## src/rtl/spi_ram_responder.sv

```systemverilog
// SPI mode-0 serial RAM slave: READ (0x03) / WRITE (0x02) with a wrapping byte address.
// SPI pins are synchronised into clk and all sequencing runs on clk.
module spi_ram_responder #(
  parameter int MEM_BYTES = 16,
  parameter int ADDR_BITS = 24
) (
  input  logic clk,
  input  logic rst,
  input  logic spi_clk,
  input  logic spi_cs_n,
  input  logic spi_mosi,
  output logic spi_miso,
  output logic busy,
  output logic wr_strobe
);

  localparam int AW = (MEM_BYTES > 1) ? $clog2(MEM_BYTES) : 1;
  localparam int CW = (ADDR_BITS > 8) ? $clog2(ADDR_BITS) : 3;

  typedef enum logic [2:0] {
    S_IDLE, S_CMD, S_ADDR, S_READ, S_WRITE, S_IGNORE
  } state_t;

  state_t          state_q;
  logic [2:0]      sclk_q;
  logic [2:0]      cs_q;
  logic [1:0]      mosi_q;
  logic [CW-1:0]   cnt_q;
  logic [6:0]      sr_q;
  logic [7:0]      out_q;
  logic [AW-1:0]   addr_q;
  logic            wr_q;
  logic            load_q;
  logic            miso_q;
  logic            strobe_q;
  logic [7:0]      mem_q [MEM_BYTES];

  logic          rise;
  logic          fall;
  logic          cs_rise;
  logic          cs_fall;
  logic          last_bit;
  logic          last_addr;
  logic [7:0]    sh_d;
  logic [CW-1:0] cnt_d;

  assign rise      = sclk_q[1] & ~sclk_q[2];
  assign fall      = ~sclk_q[1] & sclk_q[2];
  assign cs_rise   = cs_q[1] & ~cs_q[2];
  assign cs_fall   = ~cs_q[1] & cs_q[2];
  assign last_bit  = (cnt_q == CW'(7));
  assign last_addr = (cnt_q == CW'(ADDR_BITS - 1));
  // only the low 8 bits ever matter: the command, or the address modulo MEM_BYTES
  assign sh_d      = {sr_q, mosi_q[1]};
  assign cnt_d     = cnt_q + CW'(1);

  assign spi_miso  = miso_q;
  assign busy      = (state_q != S_IDLE);
  assign wr_strobe = strobe_q;

  always_ff @(posedge clk or posedge rst) begin
    if (rst) begin
      state_q  <= S_IDLE;
      sclk_q   <= '0;
      cs_q     <= '0;
      mosi_q   <= '0;
      cnt_q    <= '0;
      sr_q     <= '0;
      out_q    <= '0;
      addr_q   <= '0;
      wr_q     <= 1'b0;
      load_q   <= 1'b0;
      miso_q   <= 1'b0;
      strobe_q <= 1'b0;
      for (int i = 0; i < MEM_BYTES; i++) mem_q[i] <= '0;
    end else begin
      sclk_q   <= {sclk_q[1:0], spi_clk};
      cs_q     <= {cs_q[1:0], spi_cs_n};
      mosi_q   <= {mosi_q[0], spi_mosi};
      strobe_q <= 1'b0;
      // commit sits outside the deselect priority so a coincident cs rise keeps it
      if (state_q == S_WRITE && rise && last_bit) begin
        mem_q[addr_q] <= sh_d;
        strobe_q      <= 1'b1;
      end
      if (cs_rise) begin
        state_q <= S_IDLE;
        miso_q  <= 1'b0;
      end else begin
        unique case (state_q)
          S_IDLE: begin
            miso_q <= 1'b0;
            if (cs_fall) begin
              state_q <= S_CMD;
              cnt_q   <= '0;
              sr_q    <= '0;
            end
          end
          S_CMD: begin
            if (rise) begin
              sr_q  <= sh_d[6:0];
              cnt_q <= cnt_d;
              if (last_bit) begin
                cnt_q <= '0;
                if (sh_d == 8'h03) begin
                  wr_q    <= 1'b0;
                  state_q <= S_ADDR;
                end else if (sh_d == 8'h02) begin
                  wr_q    <= 1'b1;
                  state_q <= S_ADDR;
                end else begin
                  state_q <= S_IGNORE;
                end
              end
            end
          end
          S_ADDR: begin
            if (rise) begin
              sr_q  <= sh_d[6:0];
              cnt_q <= cnt_d;
              if (last_addr) begin
                cnt_q   <= '0;
                addr_q  <= sh_d[AW-1:0];
                load_q  <= 1'b1;
                state_q <= wr_q ? S_WRITE : S_READ;
              end
            end
          end
          S_READ: begin
            if (rise) begin
              cnt_q <= cnt_d;
              if (last_bit) begin
                cnt_q  <= '0;
                addr_q <= addr_q + AW'(1);
                load_q <= 1'b1;
              end
            end
            if (fall) begin
              if (load_q) begin
                miso_q <= mem_q[addr_q][7];
                out_q  <= {mem_q[addr_q][6:0], 1'b0};
                load_q <= 1'b0;
              end else begin
                miso_q <= out_q[7];
                out_q  <= {out_q[6:0], 1'b0};
              end
            end
          end
          S_WRITE: begin
            if (rise) begin
              sr_q  <= sh_d[6:0];
              cnt_q <= cnt_d;
              if (last_bit) begin
                cnt_q  <= '0;
                addr_q <= addr_q + AW'(1);
              end
            end
          end
          S_IGNORE: miso_q <= 1'b0;
          default:  state_q <= S_IDLE;
        endcase
      end
    end
  end

endmodule
```

## config.mk

```make
export PLATFORM = sky130hd
export DESIGN_NAME = spi_ram_responder
export DESIGN_NICKNAME = d
export VERILOG_FILES = /design/src/rtl/spi_ram_responder.sv
export SDC_FILE = /design/constraint.sdc
export NUM_CORES = 1
export LEC_CHECK = 0
export ABC_AREA = 1
export CAP_MARGIN = 20
export CELL_PAD_IN_SITES_DETAIL_PLACEMENT = 0
export CELL_PAD_IN_SITES_GLOBAL_PLACEMENT = 1
export CORE_AREA = 5 5 134 136
export CTS_CLUSTER_DIAMETER = 30
export DETAILED_ROUTE_END_ITERATION = 8
export DIE_AREA = 0 0 139 141
export PLACE_DENSITY_LB_ADDON = 0.1
export SYNTH_ARGS = -nofsm -noshare
export SYNTH_HDL_FRONTEND = slang
export SYNTH_SLANG_ARGS = --single-unit
```

## constraint.sdc

```tcl
create_clock -name clk -period 14.65 [get_ports clk]
set_input_delay 2.93 -clock clk [delete_from_list [all_inputs] [get_ports clk]]
set_output_delay 2.93 -clock clk [all_outputs]
set_load 0.01 [all_outputs]
```

* Word-level counts from Yosys, hierarchy flattened *
Cells that the tools add are included.

word-level totals
  register bits after elaboration = 167
  input port bits = 5
  output and inout bits = 3
  logic and storage cells = 134

cells by class
  add/sub/neg operators = 2
  order comparisons = 2
  eq/ne operators = 23
  mux-type cells = 45
  bitwise gates (word level) = 10
  reduce and logical (&&, ||, !) cells = 24

operators by type and width
  operator              count
  $bwmux W128           1
  $bmux W8 S4           1
  $demux W8 S4          1
  $mux W8               4
  $mux W3               9
  $mux W5               5
  $ne A3 B3 Y1 const B  6
  $eq A8 B2 Y1 const B  2
  $mux W4               4
  $pmux W5 S3           1
  $mux W7               2
  $pmux W7 S2           1
  $mux W1               12
  $pmux W3 S4           1
  $reduce_and A6 Y1     2
  $ne A2 B1 Y1 const B  5
  $reduce_and A5 Y1     2
  $reduce_bool A3 Y1    3
  $reduce_or A3 Y1      3
  $pmux W4 S2           1
  $reduce_and A4 Y1     2
  $reduce_bool A2 Y1    4
  $eq A3 B2 Y1 const B  2
  $eq A3 B3 Y1 const B  2
  17 further kinds      30

* Depth between registers and ports, before layout *
  word-level depth = 8
  gate-level depth with buffers = 12
  mapped depth without buffers = 11

* Least setup slack after synthesis *
OpenSTA, ideal clock, no wires.

  path kind = register -> output
  from = reg state_q[0]
  to = out busy
  arrival time = 787 ps
  required time = 11720 ps
  setup slack = 10933 ps
  cell stages (with the launch flop) = 4
  path buffers = 1
  cells stage by stage = dfrtp_1 buf_2 nor2_4 nand2_1

on the way
  word-level cells in the longest chain between the ends = 1

ends and longest elaborated chain
  element                 line  RTL
  start, declared         24    state_t state_q;
  start signal, assigned  125   state_q <= wr_q ? S_WRITE : S_READ;
  $reduce_bool A3 Y1      58    assign busy = (state_q != S_IDLE);
  end, declared           13    output logic busy,

Every way passes these cells.

* Worst setup path in the final report *
  from = reg state_q[2]
  to = out busy

The elaborated chain is that of the path after synthesis.

==> flow_metrics.tcl <==
set metrics [dict create \
    tightest_slew_ns 1.019 \
    synth_top_area_share_pct 49.93 \
    post_cts_resized 0 \
    min_period_ns 4.708 \
    p_per_area_mw_per_mm2 159.7 \
    syn_nets 1090 \
    synth.distinct_cells 26 \
    syn_avg_cell_area_um2 7.717 \
    clock_path_buffers 2 \
    cts_buffers 17 \
    drcViolationCount 0 \
    report.final.slew_viol_count 0 \
    dpl.hpwl_um 12540 \
    syn2layout_area_growth_pct 8.107 \
    post_cts_buffers 0 \
    drtPass1Iterations 5 \
    final_common_cell "nand2_1" \
    crit_type "reg2out" \
    grt.total_usage_pct 21.64 \
    fin_tns_setup_ns 0 \
    vias_per_cell 5.060 \
    syn_inst 1078 \
    die_area_mm2 0.01960 \
    r2r_cells 8 \
    maxSlewHeadroom_pct 31.80 \
    cp_slowest_cell "clkdlybuf4s50_1" \
    crit_arrival_ns 1.78 \
    ys_seq_area_share_pct 49.93 \
    path_depth 3 \
    yosysTopAreaCell "dfrtp_1" \
    critical_path.top_delay_family "buffers and inverters" \
    final_nets 1066 \
    rsz0062_at_grt "false" \
    drive_gt1_share_pct 7.786 \
    hold_path_depth 0 \
    crit_buf_inv 2 \
    io_buffers 7 \
    clkTransAtPathRegs_ns 0.07 \
    power.leakage_nw 4.225 \
    vias 6532 \
    drtIter0Drc 616 \
    max_freq_ghz 0.2124 \
    seqCellArea_mm2 0.004155 \
    place_congestion 0.8761 \
    multi_input_area_mm2 0.003475 \
    grt_max_degree 104 \
    io_pins 8 \
    path_cells "inv_1 -> nand2_1 -> clkdlybuf4s50_1" \
    period_share_pct 32.14 \
    cts.sinks 166 \
    die_h_um 141 \
    synthTopCellsByArea "dfrtp_1 50%, nand2_1 18%, o21ai_0 7.7%" \
    n_fill_cell 1691 \
    final_cell_mix "392 x nand2_1, 165 x dfrtp_1, 128 x o21ai_0" \
    grt_overflow 0 \
    setup_violations 0 \
    finalHoldViolations 0 \
    drt_wl_total_um 20430 \
    grt_pass1_vias 6226 \
    outcome "finished clean" \
    cts_tree "built" \
    htreeDepth 4 \
    ant_nets 0 \
    worstPathMaxFanout 7 \
    antenna_cells 0 \
    cpPeakStageDelay_ns 0.56 \
    antenna_found_initial 0 \
    placementRows 48 \
    vdd_drop_max_mv 0.09646 \
    grt_pass1_wl_um 33470 \
    fin_skew_ns 0.006466 \
    cp-end-kind "output port" \
    start_kind "flip-flop" \
    die_w_um 139 \
    syn-cell-area_mm2 0.008319 \
    ys_warn_count 0 \
    root_buffer "clkbuf_16" \
    ys_ff_latch 166 \
    hold_buffers 0 \
    clkLatencyLatePin_ns 0.43 \
    core_mm2 0.01682 \
    cap_violations 0 \
    total_power_w 0.001436 \
    start_util_pct 49.47 \
    wire_per_inst_um 15.82 \
    crit_required_ns 11.72 \
    hp-class "reg2reg" \
]
[cell families (layout without fill, tap and decap cells)]
family / after synthesis / count (layout) / share of synthesized area, %
simple gates: 559 / 559 / 27.64
compound gates: 194 / 194 / 12.75
flops: 166 / 166 / 49.93
buf+inv: 149 / 137 / 8.302
fa+ha+maj: 7 / 7 / 1.053
xor+xnor: 3 / 3 / 0.3159
[power breakdown]
group | switching, W | internal, W | leakage, nW
logic | 0.000316 | 0.000115 | 1.65
registers | 0.0000479 | 0.000479 | 2.29
clock network | 0.000190 | 0.000289 | 0.291
total | 0.000553 | 0.000883 | 4.23
[worst paths after layout]
path	start	to	slack, ns
hold / removal	mosi_q[0]	mosi_q[1]	0.35
min in group asynchronous	rst	mem_q[62]	3.07
setup reg to reg	addr_q[0]	mem_q[57]	11.73
setup / recovery	state_q[2]	busy	9.94
max in group asynchronous	rst	addr_q[0]	10.12
hold reg to reg	mosi_q[0]	mosi_q[1]	0.35
[Yosys cell counts]
| library cell | instances |
|---|---|
| nand2_4 | 1 |
| nand4_1 | 1 |
| nor3_4 | 1 |
| nor2_4 | 5 |
| ha_1 | 7 |
| nand3_2 | 1 |
| o21ai_1 | 21 |
| inv_1 | 92 |
| a21oi_1 | 21 |
| buf_2 | 9 |
| nor3_1 | 7 |
| inv_2 | 1 |
| buf_6 | 16 |
| o21ai_0 | 128 |
| clkbuf_1 | 22 |
| o21ai_2 | 24 |
| xor2_1 | 2 |
| clkinv_1 | 2 |
| nand3_1 | 63 |
| nor2_1 | 75 |
| nand4_4 | 1 |
| buf_1 | 7 |
| dfrtp_1 | 166 |
| nand2_1 | 392 |
| nand2_2 | 12 |
| xnor2_1 | 1 |
[metrics by stage]
stage	util (%)	setup slack (ns)	instance area (µm²)	hold WS [ns]	cells
2_1_floorplan	-	7.230	8319	0.3312	1078
3_3_place_gp	49.79	9.534	8373	0.3322	1260
3_5_place_dp	49.79	9.536	8373	0.3372	1260
4_1_cts	53.48	9.944	8994	0.3510	1291
5_1_grt	53.48	9.746	8994	0.3602	1291
6_report	53.48	9.942	8994	0.3511	1291
[metal layers]
metal	vias to the layer above	part of all wire, %	global-route usage [%]
met5	-	0	0
met4	0	1.2	5.510
met3	22	2.7	3.290
met2	88	46	34.11
met1	3077	51	31.62
li1	3345	-	-
[layout make-up]
type	count	area share [%]
flip-flops and latches	166	46.20
inverters	95	4.021
clock buffers	19	4.925
multi-input cells	763	38.63
well taps	225	3.130
repair buffers	11	1.113
clock inverters	12	1.976
[sequential cells by signal, indices dropped and copies added, names as in the netlist]
name       count
sr_q           7
state_q        3
spi_miso       1
wr_q           1
cs_q           3
load_q         1
sclk_q         3
wr_strobe      1
mem_q        128
out_q          7
addr_q         4
mosi_q         2
cnt_q          5
Power figures use the tool's default switching activity.
